[src/rtl/counter_shiftreg_unit.sv]
// -----------------------------------------------------------------------------
// counter_shiftreg_unit
//
// Two independent sequential elements sharing one clock and one asynchronous
// active-low reset:
//   * a CNT_WIDTH-bit binary up-counter with enable and synchronous clear
//   * a SR_WIDTH-bit parallel-load, serial-in/serial-out shift register whose
//     shift direction is fixed by the DIRECTION parameter
//
// Parameters:
//   CNT_WIDTH   counter width in bits
//   SR_WIDTH    shift register width in bits (must be >= 2)
//   DIRECTION   1 = shift toward MSB (left), 0 = shift toward LSB (right)
//
// Ports:
//   clk          system clock, all state updates on the rising edge
//   clrn         asynchronous active-low reset, clears both elements
//   cnt_sclr     counter synchronous clear, active-low (beats cnt_en)
//   cnt_en       counter count enable, active-high
//   cnt_q        counter value
//   sr_en        shift register enable, gates both load and shift
//   sr_load      parallel load request (beats shift)
//   sr_data      parallel load data
//   sr_shiftin   serial input bit
//   sr_sclr      shift register synchronous clear, active-low (beats all)
//   sr_q         shift register contents
//   sr_shiftout  serial output: the bit that leaves on the next shift
// -----------------------------------------------------------------------------
module counter_shiftreg_unit #(
   parameter int unsigned CNT_WIDTH = 8,
   parameter int unsigned SR_WIDTH  = 8,
   parameter int unsigned DIRECTION = 1
) (
   input  logic                 clk,
   input  logic                 clrn,
   input  logic                 cnt_sclr,
   input  logic                 cnt_en,
   output logic [CNT_WIDTH-1:0] cnt_q,
   input  logic                 sr_en,
   input  logic                 sr_load,
   input  logic [SR_WIDTH-1:0]  sr_data,
   input  logic                 sr_shiftin,
   input  logic                 sr_sclr,
   output logic [SR_WIDTH-1:0]  sr_q,
   output logic                 sr_shiftout
);

   logic [CNT_WIDTH-1:0] cnt_r;
   logic [SR_WIDTH-1:0]  sr_r;
   logic [SR_WIDTH-1:0]  sr_shifted;

   // ---------------------------------------------------------------------------
   // Counter: clear > enable > hold; wraps modulo 2^CNT_WIDTH, no carry out.
   // ---------------------------------------------------------------------------
   always_ff @(posedge clk or negedge clrn) begin
      if (!clrn) begin
         cnt_r <= '0;
      end else if (!cnt_sclr) begin
         cnt_r <= '0;
      end else if (cnt_en) begin
         cnt_r <= cnt_r + CNT_WIDTH'(1);
      end
   end

   // ---------------------------------------------------------------------------
   // Shift path and serial output selected at elaboration by DIRECTION.
   // The serial output is taken from the end the next shift pushes out.
   // ---------------------------------------------------------------------------
   generate
      if (DIRECTION != 0) begin : g_left
         always_comb begin
            sr_shifted  = {sr_r[SR_WIDTH-2:0], sr_shiftin};
            sr_shiftout = sr_r[SR_WIDTH-1];
         end
      end else begin : g_right
         always_comb begin
            sr_shifted  = {sr_shiftin, sr_r[SR_WIDTH-1:1]};
            sr_shiftout = sr_r[0];
         end
      end
   endgenerate

   // ---------------------------------------------------------------------------
   // Shift register: clear > (enable off: hold) > load > shift.
   // ---------------------------------------------------------------------------
   always_ff @(posedge clk or negedge clrn) begin
      if (!clrn) begin
         sr_r <= '0;
      end else if (!sr_sclr) begin
         sr_r <= '0;
      end else if (sr_en) begin
         if (sr_load) begin
            sr_r <= sr_data;
         end else begin
            sr_r <= sr_shifted;
         end
      end
   end

   assign cnt_q = cnt_r;
   assign sr_q  = sr_r;

endmodule

[config.mk]
export PLATFORM = sky130hd
export DESIGN_NAME = counter_shiftreg_unit
export DESIGN_NICKNAME = d
export VERILOG_FILES = /design/src/rtl/counter_shiftreg_unit.sv
export SDC_FILE = /design/constraint.sdc
export NUM_CORES = 1
export LEC_CHECK = 0
export CORE_MARGIN = 1
export CORE_UTILIZATION = 48
export CTS_BUF_LIST = sky130_fd_sc_hd__clkbuf_16
export CTS_CLUSTER_SIZE = 30
export DETAILED_ROUTE_END_ITERATION = 8
export DONT_BUFFER_PORTS = 1
export HOLD_SLACK_MARGIN = 0.12
export PLACE_DENSITY_LB_ADDON = 0.2
export SLEW_MARGIN = 10
export SYNTH_ARGS = -nofsm -noshare
export SYNTH_HDL_FRONTEND = slang
export SYNTH_SLANG_ARGS = --single-unit
[constraint.sdc]
create_clock -name clk -period 1.6 [get_ports clk]
set_clock_uncertainty 0.15 [all_clocks]
set_input_delay 0.48 -clock clk [delete_from_list [all_inputs] [get_ports clk]]
set_output_delay 0.48 -clock clk [all_outputs]
set_load 0.02 [all_outputs]
==> impl_metrics.yaml, run 1 <==
critical_path:
  max_stage_delay_ns: 0.43
  ff2ff_setup_slack_ns: 0.12
  path_max_fanout: 4
  critPathRequiredTime_ns: 0.97
  path_buf_inv: 1
  crit_path_start: "cnt_q[0]$_DFFE_PN0P_"
  r2r-end: "cnt_q[6]$_DFFE_PN0P_"
  critPathCaptureType: "primary output"
  cp.depth: 1
  cpLargestDelayFamily: "flip-flops"
  critical_path.slowest_cell: "dfrtp_1"
  crit_end: "cnt_q[0]"
  path_cells: "buf_4"
  reg2reg_from: "cnt_q[0]$_DFFE_PN0P_"
  critPathKind: "register to primary output"
  reg2reg_depth: 4
  startpoint_type: "register"
  crit_arrival_ns: 0.86
power_and_ir_drop:
  vdd_drop_max_uv: 768.4
  power_leakage_nw: 0.5079
  p_per_area_mw_per_mm2: 1070
synthesis:
  synth_area_um2: 812.0
  synth_edf_count: 0
  synth_area_per_cell_um2: 10.68
  ys_types: 23
  ys_warn_count: 0
  seq_area_frac_synth_pct: 49.31
  syn-instance-count: 76
  async_flop_share_pct: 100.0
  ys_seq_elements: 16
  synth_fp_nets: 93
  synthFlopType: "dfrtp_1"
clock_network:
  cts_buffer_depth: 2
  cts_buffers: 3
  clock-sinks: 16
  cts_tree: "done"
  cts.clk_slew.worst_paths_ns: 0.05
  postCtsSetupBuffers: 0
  root_buffer: "clkbuf_16"
  clk_latency_ns: 0.24
  htree_num_levels: 1
sta:
  setup_ws_ns: 0.1104
  slew_viol_final: 0
  final-hold-violation-count: 0
  rsz0062_at_grt: "no"
  min_period_over_period_pct: 93.10
  tightest_slew_ns: 0.7225
  setup-violations-final: 0
  hold_slack_ns: 0.2128
  max_slew_margin_pct: 51.67
  max_freq_ghz: 0.6713
  fin_setup_tns_ns: 0
  fin_crit_ns: 1.490
placement:
  preCtsSetupSlack_ns: 0.06665
  gp_congestion: 0.7153
  hpwlAfterDp_mm: 1.163
  numPortBuffers: 0
final_layout:
  diodes: 0
  drive_above_1_share_pct: 17.07
  synthToLayoutAreaGrowth_pct: 16.49
  fin_nets: 101
  final_cell_mix: "dfrtp_1, nand2_1, mux2i_1"
  final_common_cell: "dfrtp_1"
  utilization_pct: 61.36
  fillCellCount: 138
worst_hold_path:
  hold_path.class: "input port to register"
global_route:
  grt_max_degree: 17
  grt_pass1_wl_mm: 2.732
  grt_pass1_vias: 618
  antenna_found_initial: 0
  grt_overflow_total: 0
  grt_use_total_pct: 20.25
die:
  dieWidth_um: 43.13
  rows: 14
  die_area_mm2: 0.001860
  fp.dieH_um: 43.13
  start_util_pct: 52.68
  ios: 33
  core_area_mm2: 0.001541
outcome:
  status: "completed"
drt:
  drc: 0
  first_iter_violations: 13
  antenna_left: 0
  drtPass1Iterations: 4
  vias: 586
  wl_per_cell_um: 17.26
  routed_wl_mm: 1.691
  viasPerCell: 5.980
run:
  max_cap_violations: 0
-- flip-flops by register name, summed over array words and instances (netlist names) --
| name | cells |
|---|---|
| cnt_q | 8 |
| sr_q | 8 |
-- logic make-up (layout without fill, tap and decap cells) --
| group | count (synthesis) | in the layout | synth area share, % |
|---|---|---|---|
| and+or+nand+nor | 24 | 24 | 15.10 |
| buffers and inverters | 7 | 13 | 4.313 |
| xor gates and xnor gates | 3 | 3 | 3.236 |
| AOI/OAI and AO/OA | 16 | 16 | 15.41 |
| DFF | 16 | 16 | 49.31 |
| muxes | 9 | 9 | 11.09 |
| adders and majority gates | 1 | 1 | 1.541 |
-- through the flow --
stage	std cells	total power, W	instance area, µm²
after global routing	98	0.001044	945.9
after detailed placement	94	0.0005403	860.8
final	98	0.001012	945.9
after global placement	94	0.0005369	860.8
after CTS	98	0.001023	945.9
after floorplan	76	0.0005384	812.0
-- worst reg2reg max path: stages, from the launching register on --
cell and delay (ns):
dfrtp_1 0.43, ha_1 0.23, nand3_1 0.09, or3_1 0.36, a21oi_1 0.14
-- metal layers --
metal,global-route usage (%),vias to the layer above,part of all wire (%)
met3,6.383,2,6.8
met4,9.091,0,0.77
met1,26.50,282,45
met5,0,-,0
met2,30.45,16,47
li1,-,286,-
-- repair_timing --
item,CTS,global route
resized for setup,0,0
hold buffers,1,0
endpoints found under the hold margin,16,0
-- power breakdown --
part / switching, W / internal, W
clock: 0.000142 / 0.000327
sequential: 0.0000401 / 0.000425
combinational: 0.0000386 / 0.0000402
-- worst min-delay path by stage --
stage,start,endpoint,depth (start not counted)
final,sr_sclr,sr_q[4]$_DFFE_PN0P_,1
after global placement,clrn,sr_q[0]$_DFFE_PN0P_,0
after CTS,sr_sclr,sr_q[0]$_DFFE_PN0P_,1
after global routing,sr_sclr,sr_q[0]$_DFFE_PN0P_,1
after detailed placement,clrn,sr_q[1]$_DFFE_PN0P_,0
after floorplan,clrn,cnt_q[0]$_DFFE_PN0P_,0
-- Yosys cell counts (2+ instances only) --
library cell   n  area share (%)
o31ai_1        2             1.8
buf_4          2             1.8
or4_1          2             1.8
clkbuf_1       2            0.92
nand2_1       10             4.6
dfrtp_1       16              49
nor2_1         4             1.8
xor2_1         2             2.2
nand3_1        2             1.2
o21ai_0        2             1.2
nand4_1        2             1.5
a21oi_1        4             2.5
mux2i_1        9              11
o211a_1        8             9.9
-- final cells by class --
class | instances | area, µm² | area share (%)
Sequential cell | 16 | 400.4 | 42.33
Multi-Input combinational cell | 53 | 376.6 | 39.81
Clock buffer | 3 | 75.07 | 7.937
Timing Repair Buffer | 9 | 70.07 | 7.407
Tap cell | 16 | 20.02 | 2.116
Inverter | 1 | 3.754 | 0.3968
(Power assumes the default switching activity.)
==> run 2: changes to the inputs <==
Settings changed: CTS_BUF_LIST sky130_fd_sc_hd__clkbuf_16 to not set.
==> impl_metrics.yaml, run 2 (same netlist as run 1, synthesis figures left out) <==
outcome:
  status: "completed"
power_and_ir_drop:
  vdd_drop_max_uv: 624.4
  power_leakage_nw: 0.4847
  p_per_area_mw_per_mm2: 832.4
sta:
  rsz0062_at_grt: "no"
  tightest_slew_ns: 0.7217
  max_freq_ghz: 0.6499
  fin_setup_tns_ns: 0
  setup-violations-final: 0
  max_slew_margin_pct: 51.73
  fin_crit_ns: 1.539
  final-hold-violation-count: 0
  min_period_over_period_pct: 96.16
  slew_viol_final: 0
clock_network:
  clk_latency_ns: 0.27
  hold_buffers: 1
  cts_buffer_depth: 2
  clock-sinks: 16
  htree_num_levels: 1
  cts_buffers: 3
  cts_resized: 0
  postCtsSetupBuffers: 0
  root_buffer: "clkbuf_4"
  cts_tree: "done"
  cts.clk_slew.worst_paths_ns: 0.09
die:
  start_util_pct: 52.68
  dieWidth_um: 43.13
  rows: 14
  die_area_mm2: 0.001860
  fp.dieH_um: 43.13
  core_area_mm2: 0.001541
  ios: 33
placement:
  numPortBuffers: 0
  gp_congestion: 0.7153
  hpwlAfterDp_mm: 1.163
critical_path:
  critPathCaptureType: "primary output"
  startpoint_type: "register"
  path_cells: "buf_4"
  critical_path.slowest_cell: "dfrtp_1"
  r2r-end: "cnt_q[5]$_DFFE_PN0P_"
  path_buf_inv: 1
  reg2reg_from: "cnt_q[0]$_DFFE_PN0P_"
  path_max_fanout: 6
  critPathRequiredTime_ns: 0.97
  cpLargestDelayFamily: "flip-flops"
  ff2ff_setup_slack_ns: 0.11
  crit_arrival_ns: 0.91
  reg2reg_depth: 3
  max_stage_delay_ns: 0.45
  critPathKind: "register to primary output"
global_route:
  grtUsageMet2_pct: 27.76
  grt_pass1_wl_mm: 2.704
  grt_max_degree: 17
  grt_overflow_total: 0
  grt_pass1_vias: 607
  antenna_found_initial: 0
  grt_use_total_pct: 20.05
  gr-max-usage-layer: "met2"
  use_met1_pct: 27.25
  met3_usage_pct: 7.660
final_layout:
  drive_above_1_share_pct: 17.07
  seq_area_um2: 400.4
  utilization_pct: 57.95
  fin_nets: 101
  diodes: 0
  synthToLayoutAreaGrowth_pct: 10.02
  final_cell_mix: "dfrtp_1, nand2_1, mux2i_1"
  fillCellCount: 148
  final_common_cell: "dfrtp_1"
  multi_input_area_um2: 376.6
worst_hold_path:
  hold_end: "sr_q[0]$_DFFE_PN0P_"
  hold_path.class: "input port to register"
  min_from: "sr_sclr"
  whs_path_depth: 1
drt:
  vias: 589
  wl_per_cell_um: 16.71
  antenna_left: 0
  routed_wl_mm: 1.638
  drtPass1Iterations: 4
  drc: 0
  viasPerCell: 6.010
  first_iter_violations: 8
run:
  max_cap_violations: 0
## run 2: cell types whose count changed in the layout (fill, tap and decap cells not counted)
cell       change
clkbuf_16      -3
clkbuf_4       +3
## run 2: worst max-delay path by stage
stage	startpoint	slack [ns]	cells past startpoint	to
floorplan	cnt_en	0.1	4	cnt_q[7]$_DFFE_PN0P_
global placement	cnt_sclr	0.10	3	cnt_q[7]$_DFFE_PN0P_
detailed placement	cnt_sclr	0.07	3	cnt_q[5]$_DFFE_PN0P_
CTS	cnt_q[3]$_DFFE_PN0P_	0.05	1	cnt_q[3]
global route	cnt_q[3]$_DFFE_PN0P_	0.02	1	cnt_q[3]
finish	cnt_q[3]$_DFFE_PN0P_	0.06	1	cnt_q[3]
## run 2: per-stage QoR
stage	instances	cell area (µm²)	setup WS, ns	hold WS (ns)	total power, W
after global routing	98	893.4	0.02186	0.1478	0.0007795
after CTS	98	893.4	0.05040	0.1596	0.0007562
after detailed placement	94	860.8	0.06665	0.03480	0.0005403
after global placement	94	860.8	0.1026	0.03482	0.0005369
final	98	893.4	0.06142	0.1699	0.0007436
after floorplan	76	812.0	0.09623	0.03441	0.0005384
## run 2: final cells by class
class                   instances  area share, %
flip-flops and latches         16          44.82
multi-input cells              53          42.16
repair buffers                  9          7.843
clock buffers                   3          2.521
well taps                      16          2.241
inverters                       1         0.4202
## run 2: routing by layer
metal  vias up  share of wire, %
li1        286                 -
met1       278                43
met2        23                47
met3         2               8.9
met4         0              0.79
met5         -                 0
## run 2: where the power goes
| part | switching, W | internal [W] |
|---|---|---|
| sequential | 0.0000398 | 0.000423 |
| clock | 0.000115 | 0.0000871 |
| combinational | 0.0000385 | 0.0000402 |
| total | 0.000193 | 0.000550 |
